===== src/rtl/lsu_rmw.sv =====
// lsu_rmw: load/store unit in front of a word-only, single-cycle data memory.
// Sub-word loads are lane-selected and extended; sub-word stores run as a
// read-modify-write over two memory cycles. The core is stalled (req_ready
// low) whenever the unit is not idle.
// Optional feature: define LSU_PERF_CNT_EN to add load/store/error counters.

module lsu_rmw #(
  parameter int ADDR_WIDTH = 32,
  parameter int CNT_WIDTH  = 32
) (
  input  logic                  clk,
  input  logic                  rst_n,
  input  logic                  req_valid,
  output logic                  req_ready,
  input  logic                  req_we,
  input  logic [2:0]            req_funct3,
  input  logic [ADDR_WIDTH-1:0] req_addr,
  input  logic [31:0]           req_wdata,
  output logic                  resp_valid,
  output logic [31:0]           resp_rdata,
  output logic                  resp_err,
  output logic                  mem_read,
  output logic                  mem_write,
  output logic [ADDR_WIDTH-1:0] mem_addr,
  output logic [31:0]           mem_wdata,
  input  logic [31:0]           mem_rdata
`ifdef LSU_PERF_CNT_EN
  ,
  output logic [CNT_WIDTH-1:0]  cnt_load,
  output logic [CNT_WIDTH-1:0]  cnt_store,
  output logic [CNT_WIDTH-1:0]  cnt_err
`endif
);

  localparam logic [2:0] F3_B  = 3'b000;
  localparam logic [2:0] F3_H  = 3'b001;
  localparam logic [2:0] F3_W  = 3'b010;
  localparam logic [2:0] F3_BU = 3'b100;
  localparam logic [2:0] F3_HU = 3'b101;

  typedef enum logic [2:0] {
    IDLE,
    LD,
    ST,
    RMW_RD,
    RMW_WR,
    DONE
  } state_t;

  state_t                state;
  logic                  we_q;
  logic [2:0]            funct3_q;
  logic [ADDR_WIDTH-1:0] addr_q;
  logic [31:0]           wdata_q;

  logic                  req_err;
  logic [7:0]            byte_sel;
  logic [15:0]           half_sel;
  logic [31:0]           load_data;
  logic [31:0]           merged;

  assign req_ready = (state == IDLE);

  // Illegal encodings, stores with unsigned widths and misaligned H/W accesses
  assign req_err = (req_funct3 == 3'b011) ||
                   (req_funct3[2:1] == 2'b11) ||
                   (req_we && req_funct3[2]) ||
                   ((req_funct3[1:0] == 2'b01) && req_addr[0]) ||
                   ((req_funct3 == F3_W) && (req_addr[1:0] != 2'b00));

  // Pick the addressed lane out of the memory word and extend it for the load result
  always_comb begin
    byte_sel  = mem_rdata[{addr_q[1:0], 3'b000} +: 8];
    half_sel  = addr_q[1] ? mem_rdata[31:16] : mem_rdata[15:0];
    load_data = mem_rdata;
    case (funct3_q)
      F3_B:    load_data = {{24{byte_sel[7]}}, byte_sel};
      F3_BU:   load_data = {24'h000000, byte_sel};
      F3_H:    load_data = {{16{half_sel[15]}}, half_sel};
      F3_HU:   load_data = {16'h0000, half_sel};
      default: load_data = mem_rdata;
    endcase
  end

  // Overlay the store byte/halfword onto the word just read from memory
  always_comb begin
    merged = mem_rdata;
    if (funct3_q[1:0] == 2'b00) begin
      merged[{addr_q[1:0], 3'b000} +: 8] = wdata_q[7:0];
    end else if (addr_q[1]) begin
      merged[31:16] = wdata_q[15:0];
    end else begin
      merged[15:0] = wdata_q[15:0];
    end
  end

  // Main sequencer; every memory and response output is a registered FSM output
  always_ff @(posedge clk or negedge rst_n) begin
    if (!rst_n) begin
      state      <= IDLE;
      we_q       <= 1'b0;
      funct3_q   <= 3'b000;
      addr_q     <= '0;
      wdata_q    <= 32'h0;
      resp_valid <= 1'b0;
      resp_rdata <= 32'h0;
      resp_err   <= 1'b0;
      mem_read   <= 1'b0;
      mem_write  <= 1'b0;
      mem_addr   <= '0;
      mem_wdata  <= 32'h0;
    end else begin
      case (state)
        IDLE: begin
          if (req_valid) begin
            we_q       <= req_we;
            funct3_q   <= req_funct3;
            addr_q     <= req_addr;
            wdata_q    <= req_wdata;
            resp_rdata <= 32'h0;
            resp_err   <= req_err;
            if (req_err) begin
              resp_valid <= 1'b1;
              state      <= DONE;
            end else begin
              mem_addr <= {req_addr[ADDR_WIDTH-1:2], 2'b00};
              if (!req_we) begin
                mem_read <= 1'b1;
                state    <= LD;
              end else if (req_funct3 == F3_W) begin
                mem_write <= 1'b1;
                mem_wdata <= req_wdata;
                state     <= ST;
              end else begin
                mem_read <= 1'b1;
                state    <= RMW_RD;
              end
            end
          end
        end
        LD: begin
          resp_rdata <= we_q ? 32'h0 : load_data;
          mem_read   <= 1'b0;
          mem_addr   <= '0;
          resp_valid <= 1'b1;
          state      <= DONE;
        end
        ST: begin
          mem_write  <= 1'b0;
          mem_wdata  <= 32'h0;
          mem_addr   <= '0;
          resp_valid <= 1'b1;
          state      <= DONE;
        end
        RMW_RD: begin
          mem_read  <= 1'b0;
          mem_write <= 1'b1;
          mem_wdata <= merged;
          state     <= RMW_WR;
        end
        RMW_WR: begin
          mem_write  <= 1'b0;
          mem_wdata  <= 32'h0;
          mem_addr   <= '0;
          resp_valid <= 1'b1;
          state      <= DONE;
        end
        DONE: begin
          resp_valid <= 1'b0;
          resp_err   <= 1'b0;
          state      <= IDLE;
        end
        default: begin
          mem_read   <= 1'b0;
          mem_write  <= 1'b0;
          mem_addr   <= '0;
          resp_valid <= 1'b0;
          state      <= IDLE;
        end
      endcase
    end
  end

`ifdef LSU_PERF_CNT_EN
  // Count each completed request once, in its response cycle
  always_ff @(posedge clk or negedge rst_n) begin
    if (!rst_n) begin
      cnt_load  <= '0;
      cnt_store <= '0;
      cnt_err   <= '0;
    end else if (state == DONE) begin
      if (resp_err) begin
        cnt_err <= cnt_err + 1'b1;
      end else if (we_q) begin
        cnt_store <= cnt_store + 1'b1;
      end else begin
        cnt_load <= cnt_load + 1'b1;
      end
    end
  end
`endif

endmodule


===== config.mk =====
export PLATFORM = sky130hd
export DESIGN_NAME = lsu_rmw
export DESIGN_NICKNAME = d
export VERILOG_FILES = /design/src/rtl/lsu_rmw.sv
export SDC_FILE = /design/constraint.sdc
export NUM_CORES = 1
export LEC_CHECK = 0
export ABC_AREA = 1
export CAP_MARGIN = 5
export CORE_MARGIN = 3
export CORE_UTILIZATION = 50
export DETAILED_ROUTE_END_ITERATION = 7
export PLACE_DENSITY_LB_ADDON = 0.2
export SYNTH_ARGS = -nofsm -noshare
export SYNTH_HDL_FRONTEND = slang
export SYNTH_SLANG_ARGS = --single-unit

===== constraint.sdc =====
create_clock -name clk -period 6.23 [get_ports clk]
set_input_delay 0.9345 -clock clk [delete_from_list [all_inputs] [get_ports clk]]
set_output_delay 0.9345 -clock clk [all_outputs]
set_load 0.02 [all_outputs]

==> results_tabular.tex, run 1 <==
\begin{tabular}{lr}
\hline
Metric & Value \\
\hline
\multicolumn{2}{l}{\textbf{Run status}} \\
Status & finished clean \\
\multicolumn{2}{l}{\textbf{Clock network}} \\
Cts repair resizes & 0 \\
Clock transition time at the flip-flop clock pins of the worst setup and hold paths & 0.05 ns \\
Level count of the clock H-tree & 4 \\
Number of buffers created by CTS & 17 \\
Clock tree from TritonCTS & done \\
Count of hold buffers inserted by post-cts repair & 0 \\
CTS root buffer & sky130\_fd\_sc\_hd\_\_clkbuf\_16 \\
Number of buffers on the longest clock path & 2 \\
Clock latency at the later pin of the worst-skew pair & 0.42 ns \\
Post-CTS repair timing setup buffer count & 0 \\
Clk sink count & 123 \\
\multicolumn{2}{l}{\textbf{Pwr}} \\
Leakage power & 0.00514 µW \\
Maximum vdd drop & 288 µV \\
Power density over the cells & 488 nW/µm² \\
\multicolumn{2}{l}{\textbf{Die}} \\
Die span in y & about 130 µm \\
Area of the core region & 14100 µm² \\
Effective utilization at floorplan & 51.9\% \\
Die area & 16100 µm² \\
I/O pin count & 204 \\
X dimension of the die & 127 µm \\
Count of standard-cell rows & 43 \\
\multicolumn{2}{l}{\textbf{Placement}} \\
Setup Slack @ Placement & 2.62 ns \\
Detail Placement HPWL & about 16000 µm \\
\# port buffers & 201 \\
Routability-driven placement congestion ratio & about 0.93 \\
\multicolumn{2}{l}{\textbf{Timing}} \\
Portion of the clock cycle consumed by the worst path in the final layout & 50.7\% \\
Transition at the pin with the smallest max-transition slack & 1.24 ns \\
Final setup violation count & 0 \\
Tmin final & 3.16 ns \\
Slew Viols, Final & 0 \\
Clock Skews & 0.00658 ns \\
Final Hold Viols & 0 \\
RSZ-0062 raised after global routing & false \\
Maximum achievable frequency & 316 MHz \\
Setup\_tns & 0 ns \\
Normalized max-slew margin & 17.3\% \\
Final worst setup slack & 3.07 ns \\
\multicolumn{2}{l}{\textbf{Worst setup path}} \\
Peak fanout along the critical path & 33 \\
Worst setup path category & input pin to register \\
Depth of the worst register-to-register path & 7 \\
Required arrival time at the worst endpoint & 6.57 ns \\
Cells along the critical path & clkdlybuf4s50\_1 > nor2\_1 > nand3\_1 > nand2\_1 > nand3\_2 > nor2\_4 > nand2\_1 > nand2\_1 \\
Most used cell, CP & sky130\_fd\_sc\_hd\_\_nand2\_1 \\
Category of the worst setup path launch point & input pin \\
Stage delay of the slowest cell on the critical path & 0.83 ns \\
Data arrival at the endpoint of the critical path & between 3 and 4 ns \\
Kind of end point of the critical path & register \\
Cell type of the slowest stage on the worst timing path & sky130\_fd\_sc\_hd\_\_nor2\_4 \\
Dominant delay contributor by cell family on the critical path & simple AND/OR/NAND/NOR gates \\
Worst path bufs/invs & 1 \\
CP Depth & 8 \\
\multicolumn{2}{l}{\textbf{Detailed routing}} \\
Number of remaining DRC errors & 0 \\
Via/cell ratio & between 5 and 6 \\
Iteration-0 DRC Markers & 689 \\
Drt wl/cell & roughly 16 µm \\
DRT Wirelength & roughly 23000 µm \\
Post-DRT Antenna Nets & 0 \\
Iteration count of the initial detailed-routing pass & 5 \\
Via count & 7742 \\
\multicolumn{2}{l}{\textbf{Final layout}} \\
Ant. Diodes & 0 \\
Net total in the final layout & 1376 \\
Number of filler cells placed in the layout & about 1200 \\
Layout cell share with drive strength beyond 1 & 4.23\% \\
Layout-stage area growth over the synthesis result & 35.2\% \\
\multicolumn{2}{l}{\textbf{Synth}} \\
Synth cell types & 27 \\
Most area-consuming cells after synthesis & sky130\_fd\_sc\_hd\_\_dfrtp\_1, sky130\_fd\_sc\_hd\_\_nand2\_1, sky130\_fd\_sc\_hd\_\_inv\_1 \\
Area share of the largest cell type after synthesis & 42.1\% \\
Number of synthesized flops with an enable pin & 0 \\
Gate Count Post-Synth & 1099 \\
Asr flop ratio synth & 100\% \\
Flip-flop cell with the highest count after synthesis & sky130\_fd\_sc\_hd\_\_dfrtp\_1 \\
Mapped cell area & 7310 µm² \\
Average instance area after synthesis & 6.65 µm² \\
Yosys warnings & 0 \\
Sequential-to-total area share from yosys stat & between 40 and 50\% \\
Flip-flop and latch count after synthesis & around 120 \\
Library cell occupying the most area in the post-synthesis netlist & sky130\_fd\_sc\_hd\_\_dfrtp\_1 \\
\multicolumn{2}{l}{\textbf{Global routing}} \\
Overall global routing resource usage & 28.8\% \\
Initial antenna violation count & 0 \\
Largest net degree at the start of global routing & between 70 and 80 \\
First-pass GRT wire length & 37200 µm \\
Vias in the first global route & between 7000 and 8000 \\
Congestion Overflow GR & 0 \\
\multicolumn{2}{l}{\textbf{Job}} \\
Maximum capacitance violations & 0 \\
\multicolumn{2}{l}{\textbf{Hold path}} \\
Hold crit path type & register to register \\
Cell depth of the worst hold path & 2 \\
\hline
\end{tabular}
-- final timing paths --
kind	from	endpoint	slack, ns
max in group asynchronous	rst_n	wdata_q[11]	4.30
worst max register to register	funct3_q[1]	resp_rdata[16]	3.15
worst min register to register	mem_addr[19]	mem_addr[19]	0.47
worst max-delay path	req_funct3[0]	mem_wdata[22]	3.07
worst min-delay path	mem_addr[19]	mem_addr[19]	0.47
min in group asynchronous	rst_n	resp_rdata[29]	0.58
-- final cells by class --
class	instances	area, µm²	share of cell area [%]
multi-input combinational	826	3600	36.4
sequential	123	3080	31.1
timing repair buffer	206	2070	20.9
clock buffer	22	474	4.80
inverter	94	353	3.57
tap	180	225	2.28
clock inverter	7	92.6	0.936
-- power breakdown --
group	internal, µW	leakage, µW	total (µW)	switching [µW]
registers	1080	0.00160	1330	247
logic	933	0.00327	2540	1610
clock network	611	0.000270	958	347
-- layer usage --
metal  track usage, %  vias to the layer above  share of wire [%]
met5                0                        -                  0
met4             9.34                        0                2.7
met3             7.66                       56                9.7
met2             46.5                      379                 46
met1             37.9                     3556                 41
li1                 -                     3751                  -
-- state kept, by name, summed over array words and instances, names as in the netlist --
name,count
mem_read,1
wdata_q,16
resp_valid,1
resp_rdata,32
mem_write,1
resp_err,1
mem_addr,30
we_q,1
addr_q,2
funct3_q,3
mem_wdata,32
state,3
-- layout by cell type (no fill, tap or decap), types with 2 or more instances in the layout --
cell / synthesis / layout
sky130_fd_sc_hd__conb_1: 1 / 2
sky130_fd_sc_hd__clkbuf_16: 0 / 17
sky130_fd_sc_hd__o211ai_1: 2 / 2
sky130_fd_sc_hd__ha_1: 5 / 5
sky130_fd_sc_hd__clkinvlp_4: 0 / 3
sky130_fd_sc_hd__clkbuf_1: 11 / 2
sky130_fd_sc_hd__nor2_1: 44 / 43
sky130_fd_sc_hd__dfrtp_1: 123 / 123
sky130_fd_sc_hd__nor2_2: 2 / 3
sky130_fd_sc_hd__o21ai_0: 62 / 62
sky130_fd_sc_hd__nand2_1: 534 / 534
sky130_fd_sc_hd__buf_4: 10 / 5
sky130_fd_sc_hd__bufinv_16: 0 / 2
sky130_fd_sc_hd__clkbuf_8: 0 / 3
sky130_fd_sc_hd__inv_2: 7 / 7
sky130_fd_sc_hd__a21oi_1: 57 / 56
sky130_fd_sc_hd__nand3_1: 59 / 59
sky130_fd_sc_hd__a31oi_1: 2 / 2
sky130_fd_sc_hd__o31ai_1: 4 / 4
sky130_fd_sc_hd__nand2_2: 6 / 6
sky130_fd_sc_hd__nand3_2: 2 / 2
sky130_fd_sc_hd__inv_1: 87 / 87
sky130_fd_sc_hd__nand4_1: 4 / 4
sky130_fd_sc_hd__o21bai_1: 32 / 32
sky130_fd_sc_hd__clkinv_2: 0 / 2
sky130_fd_sc_hd__clkdlybuf4s50_1: 0 / 200
sky130_fd_sc_hd__and2_1: 4 / 4
sky130_fd_sc_hd__nor2_4: 2 / 2
-- synth_stat cells, types with 2 or more instances --
master / instances
sky130_fd_sc_hd__nand2_1: 534
sky130_fd_sc_hd__dfrtp_1: 123
sky130_fd_sc_hd__inv_1: 87
sky130_fd_sc_hd__o21ai_0: 62
sky130_fd_sc_hd__nand3_1: 59
sky130_fd_sc_hd__a21oi_1: 57
sky130_fd_sc_hd__nor2_1: 44
sky130_fd_sc_hd__buf_2: 35
sky130_fd_sc_hd__o21bai_1: 32
sky130_fd_sc_hd__clkbuf_1: 11
sky130_fd_sc_hd__buf_4: 10
sky130_fd_sc_hd__inv_2: 7
sky130_fd_sc_hd__nand2_2: 6
sky130_fd_sc_hd__ha_1: 5
sky130_fd_sc_hd__and2_1: 4
sky130_fd_sc_hd__nand4_1: 4
sky130_fd_sc_hd__o31ai_1: 4
sky130_fd_sc_hd__a31oi_1: 2
sky130_fd_sc_hd__nand3_2: 2
sky130_fd_sc_hd__nor2_2: 2
sky130_fd_sc_hd__nor2_4: 2
sky130_fd_sc_hd__o211ai_1: 2
-- cell families (layout without fill, tap and decap cells) --
group           Yosys count  in the layout  share of synthesized area, %
buf+inv                 151            329                          8.86
fa+ha+maj                 5              5                         0.855
flops                   123            123                          42.1
compound gates          159            159                          12.2
simple gates            660            660                          35.9
other cells               1              2                        0.0513
-- tightest hold or removal path, cell delays in order, from the launching register on --
cell	delay, ns
sky130_fd_sc_hd__dfrtp_1	0.34
sky130_fd_sc_hd__nand2_1	0.05
sky130_fd_sc_hd__nand2_1	0.05
-- per-stage QoR --
step | hold WS [ns] | std cells | instance area, µm² | util (%) | power [µW]
after floorplan | 0.464 | 1100 | 7320 | - | 2980
after global placement | 0.452 | 1428 | 9290 | 65.9 | 3770
after detailed placement | 0.459 | 1428 | 9290 | 65.9 | 3820
after CTS | 0.472 | 1457 | 9860 | 69.9 | 4790
after global routing | 0.485 | 1458 | 9890 | 70.1 | 5190
final | 0.471 | 1458 | 9890 | 70.1 | 4820
Note: power is estimated with default switching activity, not from simulation.
==> inputs of run 2 (changes only) <==
--- a/config.mk
+++ b/config.mk
@@ -8,7 +8,7 @@
 export ABC_AREA = 1
 export CAP_MARGIN = 5
 export CORE_MARGIN = 3
-export CORE_UTILIZATION = 50
+export CORE_UTILIZATION = 44
 export DETAILED_ROUTE_END_ITERATION = 7
 export PLACE_DENSITY_LB_ADDON = 0.2
 export SYNTH_ARGS = -nofsm -noshare
==> constraint.sdc (replaced) <==
create_clock -name clk -period 2.89 [get_ports clk]
set_input_delay 0.4335 -clock clk [delete_from_list [all_inputs] [get_ports clk]]
set_output_delay 0.4335 -clock clk [all_outputs]
set_load 0.02 [all_outputs]
==> results_tabular.tex, run 2 (same netlist as run 1, synthesis figures left out) <==
\begin{tabular}{lr}
\hline
Metric & Value \\
\hline
\multicolumn{2}{l}{\textbf{Worst setup path}} \\
Peak fanout along the critical path & 8 (-76\%) \\
Kind of end point of the critical path & output port \\
Data arrival at the endpoint of the critical path & 1.85 ns (-1.66 ns) \\
Required arrival time at the worst endpoint & 2.46 ns (-4.11 ns) \\
Category of the worst setup path launch point & register \\
Worst setup path category & register to output port \\
\multicolumn{2}{l}{\textbf{Placement}} \\
Cell count after placement & 1481 (+3.7\%) \\
Detail Placement HPWL & 16700 µm (+4.3\%) \\
\# port buffers & 201 (unchanged) \\
Routability-driven placement congestion ratio & 0.939 (+0.46\%) \\
\multicolumn{2}{l}{\textbf{Timing}} \\
Setup\_tns & 0 ns (unchanged) \\
RSZ-0062 raised after global routing & false \\
Slew Viols, Final & 0 (unchanged) \\
Portion of the clock cycle consumed by the worst path in the final layout & 79.0\% \\
Transition at the pin with the smallest max-transition slack & 0.560 ns (-0.676 ns) \\
Final setup violation count & 0 (unchanged) \\
Final Hold Viols & 0 (unchanged) \\
Maximum achievable frequency & 438 MHz \\
Normalized max-slew margin & 62.5\% (+45 points) \\
Tmin final & 2.28 ns \\
Clock Skews & 0.0139 ns (+0.00734 ns) \\
\multicolumn{2}{l}{\textbf{Die}} \\
Count of standard-cell rows & 46 (+7.0\%) \\
X dimension of the die & 135 µm (+6.3\%) \\
Die span in y & 135 µm (+6.3\%) \\
Effective utilization at floorplan & 45.5\% (-6.3 points) \\
I/O pin count & 204 (unchanged) \\
Area of the core region & 16100 µm² (+14\%) \\
Die area & 18200 µm² (+13\%) \\
\multicolumn{2}{l}{\textbf{Clock network}} \\
Clock transition time at the flip-flop clock pins of the worst setup and hold paths & 0.06 ns (about the same) \\
Post-CTS repair timing setup buffer count & 0 (unchanged) \\
Number of buffers on the longest clock path & 2 (unchanged) \\
CTS root buffer & sky130\_fd\_sc\_hd\_\_clkbuf\_16 \\
Clk sink count & 123 (unchanged) \\
Number of buffers created by CTS & 17 (unchanged) \\
Level count of the clock H-tree & 4 (unchanged) \\
Clock latency at the later pin of the worst-skew pair & 0.42 ns (about the same) \\
Clock tree from TritonCTS & done \\
\multicolumn{2}{l}{\textbf{Final layout}} \\
Net total in the final layout & 1393 (+1.2\%) \\
Filler-free cell count of the finished design & 1514 (+3.8\%) \\
Layout cell share with drive strength beyond 1 & 5.62\% (+1.4 points) \\
Biggest registers after layout & mem\_wdata x32, resp\_rdata x32, mem\_addr x30 \\
Most common library cell in the layout ignoring fill and taps & sky130\_fd\_sc\_hd\_\_nand2\_1 \\
Layout-stage area growth over the synthesis result & 37.7\% \\
Commonest cells after routing, fill and taps aside & sky130\_fd\_sc\_hd\_\_nand2\_1, sky130\_fd\_sc\_hd\_\_clkdlybuf4s50\_1, sky130\_fd\_sc\_hd\_\_dfrtp\_1, sky130\_fd\_sc\_hd\_\_inv\_1, sky130\_fd\_sc\_hd\_\_o21ai\_0 \\
Ant. Diodes & 0 (unchanged) \\
\multicolumn{2}{l}{\textbf{Detailed routing}} \\
Drt wl/cell & 15.3 µm (-3.2\%) \\
DRT Wirelength & 23200 µm (+0.53\%) \\
Post-DRT Antenna Nets & 0 (unchanged) \\
Via/cell ratio & 5.06 (-4.6\%) \\
Via count & 7667 (-0.97\%) \\
Number of remaining DRC errors & 0 (unchanged) \\
Iteration-0 DRC Markers & 701 (+1.7\%) \\
Iteration count of the initial detailed-routing pass & 5 (unchanged) \\
\multicolumn{2}{l}{\textbf{Global routing}} \\
Congestion Overflow GR & 0 (unchanged) \\
Initial antenna violation count & 0 (unchanged) \\
Overall global routing resource usage & 25.7\% (-3.1 points) \\
First-pass GRT wire length & 37500 µm (+0.63\%) \\
Largest net degree at the start of global routing & 70 (-1.4\%) \\
Vias in the first global route & 7336 (-1.5\%) \\
\multicolumn{2}{l}{\textbf{Pwr}} \\
Leakage power & 0.00522 µW (+1.6\%) \\
Power density over the cells & 1040 nW/µm² (+110\%) \\
Maximum vdd drop & 578 µV (+100\%) \\
\multicolumn{2}{l}{\textbf{Run status}} \\
Status & finished clean \\
\multicolumn{2}{l}{\textbf{Hold path}} \\
Hold crit path type & register to register \\
\multicolumn{2}{l}{\textbf{Job}} \\
Maximum capacitance violations & 0 (unchanged) \\
\hline
\end{tabular}
## run 2: cell count changes in the layout (fill, tap and decap cells not counted), sizes merged
cell         previous run  this run
clkinvlp                3         4
bufinv                  2         1
clkinv                  2         5
dlygate4sd3             0         1
buf                     6        22
## run 2: layout make-up
class	instances	area, µm²
fillers	1472	5990
inverters	94	353
clock inverters	10	92.6
multi-input cells	826	3600
well taps	216	270
flip-flops and latches	123	3080
repair buffers	223	2200
clock buffers	22	474
## run 2: per-stage QoR
| step | total power [µW] | setup slack (ns) | utilization [%] | hold slack (ns) | instance area [µm²] |
|---|---|---|---|---|---|
| after detailed placement | 8390 | 0.670 | 59.1 | 0.418 | 9490 |
| after global routing | 11300 | 0.516 | 62.7 | 0.494 | 10100 |
| final | 10400 | 0.606 | 62.7 | 0.466 | 10100 |
| after floorplan | 6420 | 0.830 | - | 0.138 | 7320 |
| after global placement | 8330 | 0.753 | 59.1 | 0.420 | 9490 |
| after CTS | 10500 | 0.581 | 62.7 | 0.472 | 10100 |
## run 2: power by group
part	switching, µW	leakage, µW	total, µW	internal (µW)
Sequential	467	0.00160	2800	2330
Combinational	3530	0.00335	5610	2080
Clock	787	0.000268	2030	1250
## run 2: worst paths after layout
check | startpoint | to | slack, ns | cells past startpoint
setup / recovery | state[0] | req_ready | 0.61 | 4
hold / removal | mem_addr[11] | mem_addr[11] | 0.47 | 2
setup reg to reg | addr_q[0] | mem_wdata[15] | 0.84 | 10
hold reg to reg | mem_addr[11] | mem_addr[11] | 0.47 | 2
max in group asynchronous | rst_n | wdata_q[3] | 1.63 | 3
min in group asynchronous | rst_n | resp_rdata[22] | 0.52 | 2
## run 2: critical path: stages, from the launching register on
cell,delay [ns]
sky130_fd_sc_hd__dfrtp_1,0.42
sky130_fd_sc_hd__inv_2,0.08
sky130_fd_sc_hd__nand2_2,0.08
sky130_fd_sc_hd__nor2_4,0.19
sky130_fd_sc_hd__clkdlybuf4s50_1,0.65
## run 2: metal layers
| layer | global-route usage, % | wire [µm] |
|---|---|---|
| met1 | 34.5 | 9770 |
| met2 | 39.4 | 10300 |
| met3 | 7.71 | 2310 |
| met4 | 9.45 | 787 |
| met5 | 0 | 0 |
## run 2: what timing repair did
item | CTS | global route
gates resized for setup | 0 | 0
endpoints found under the setup margin | 0 | 0
hold buffers | 1 | 0
hold endpoints to repair | 32 | 0
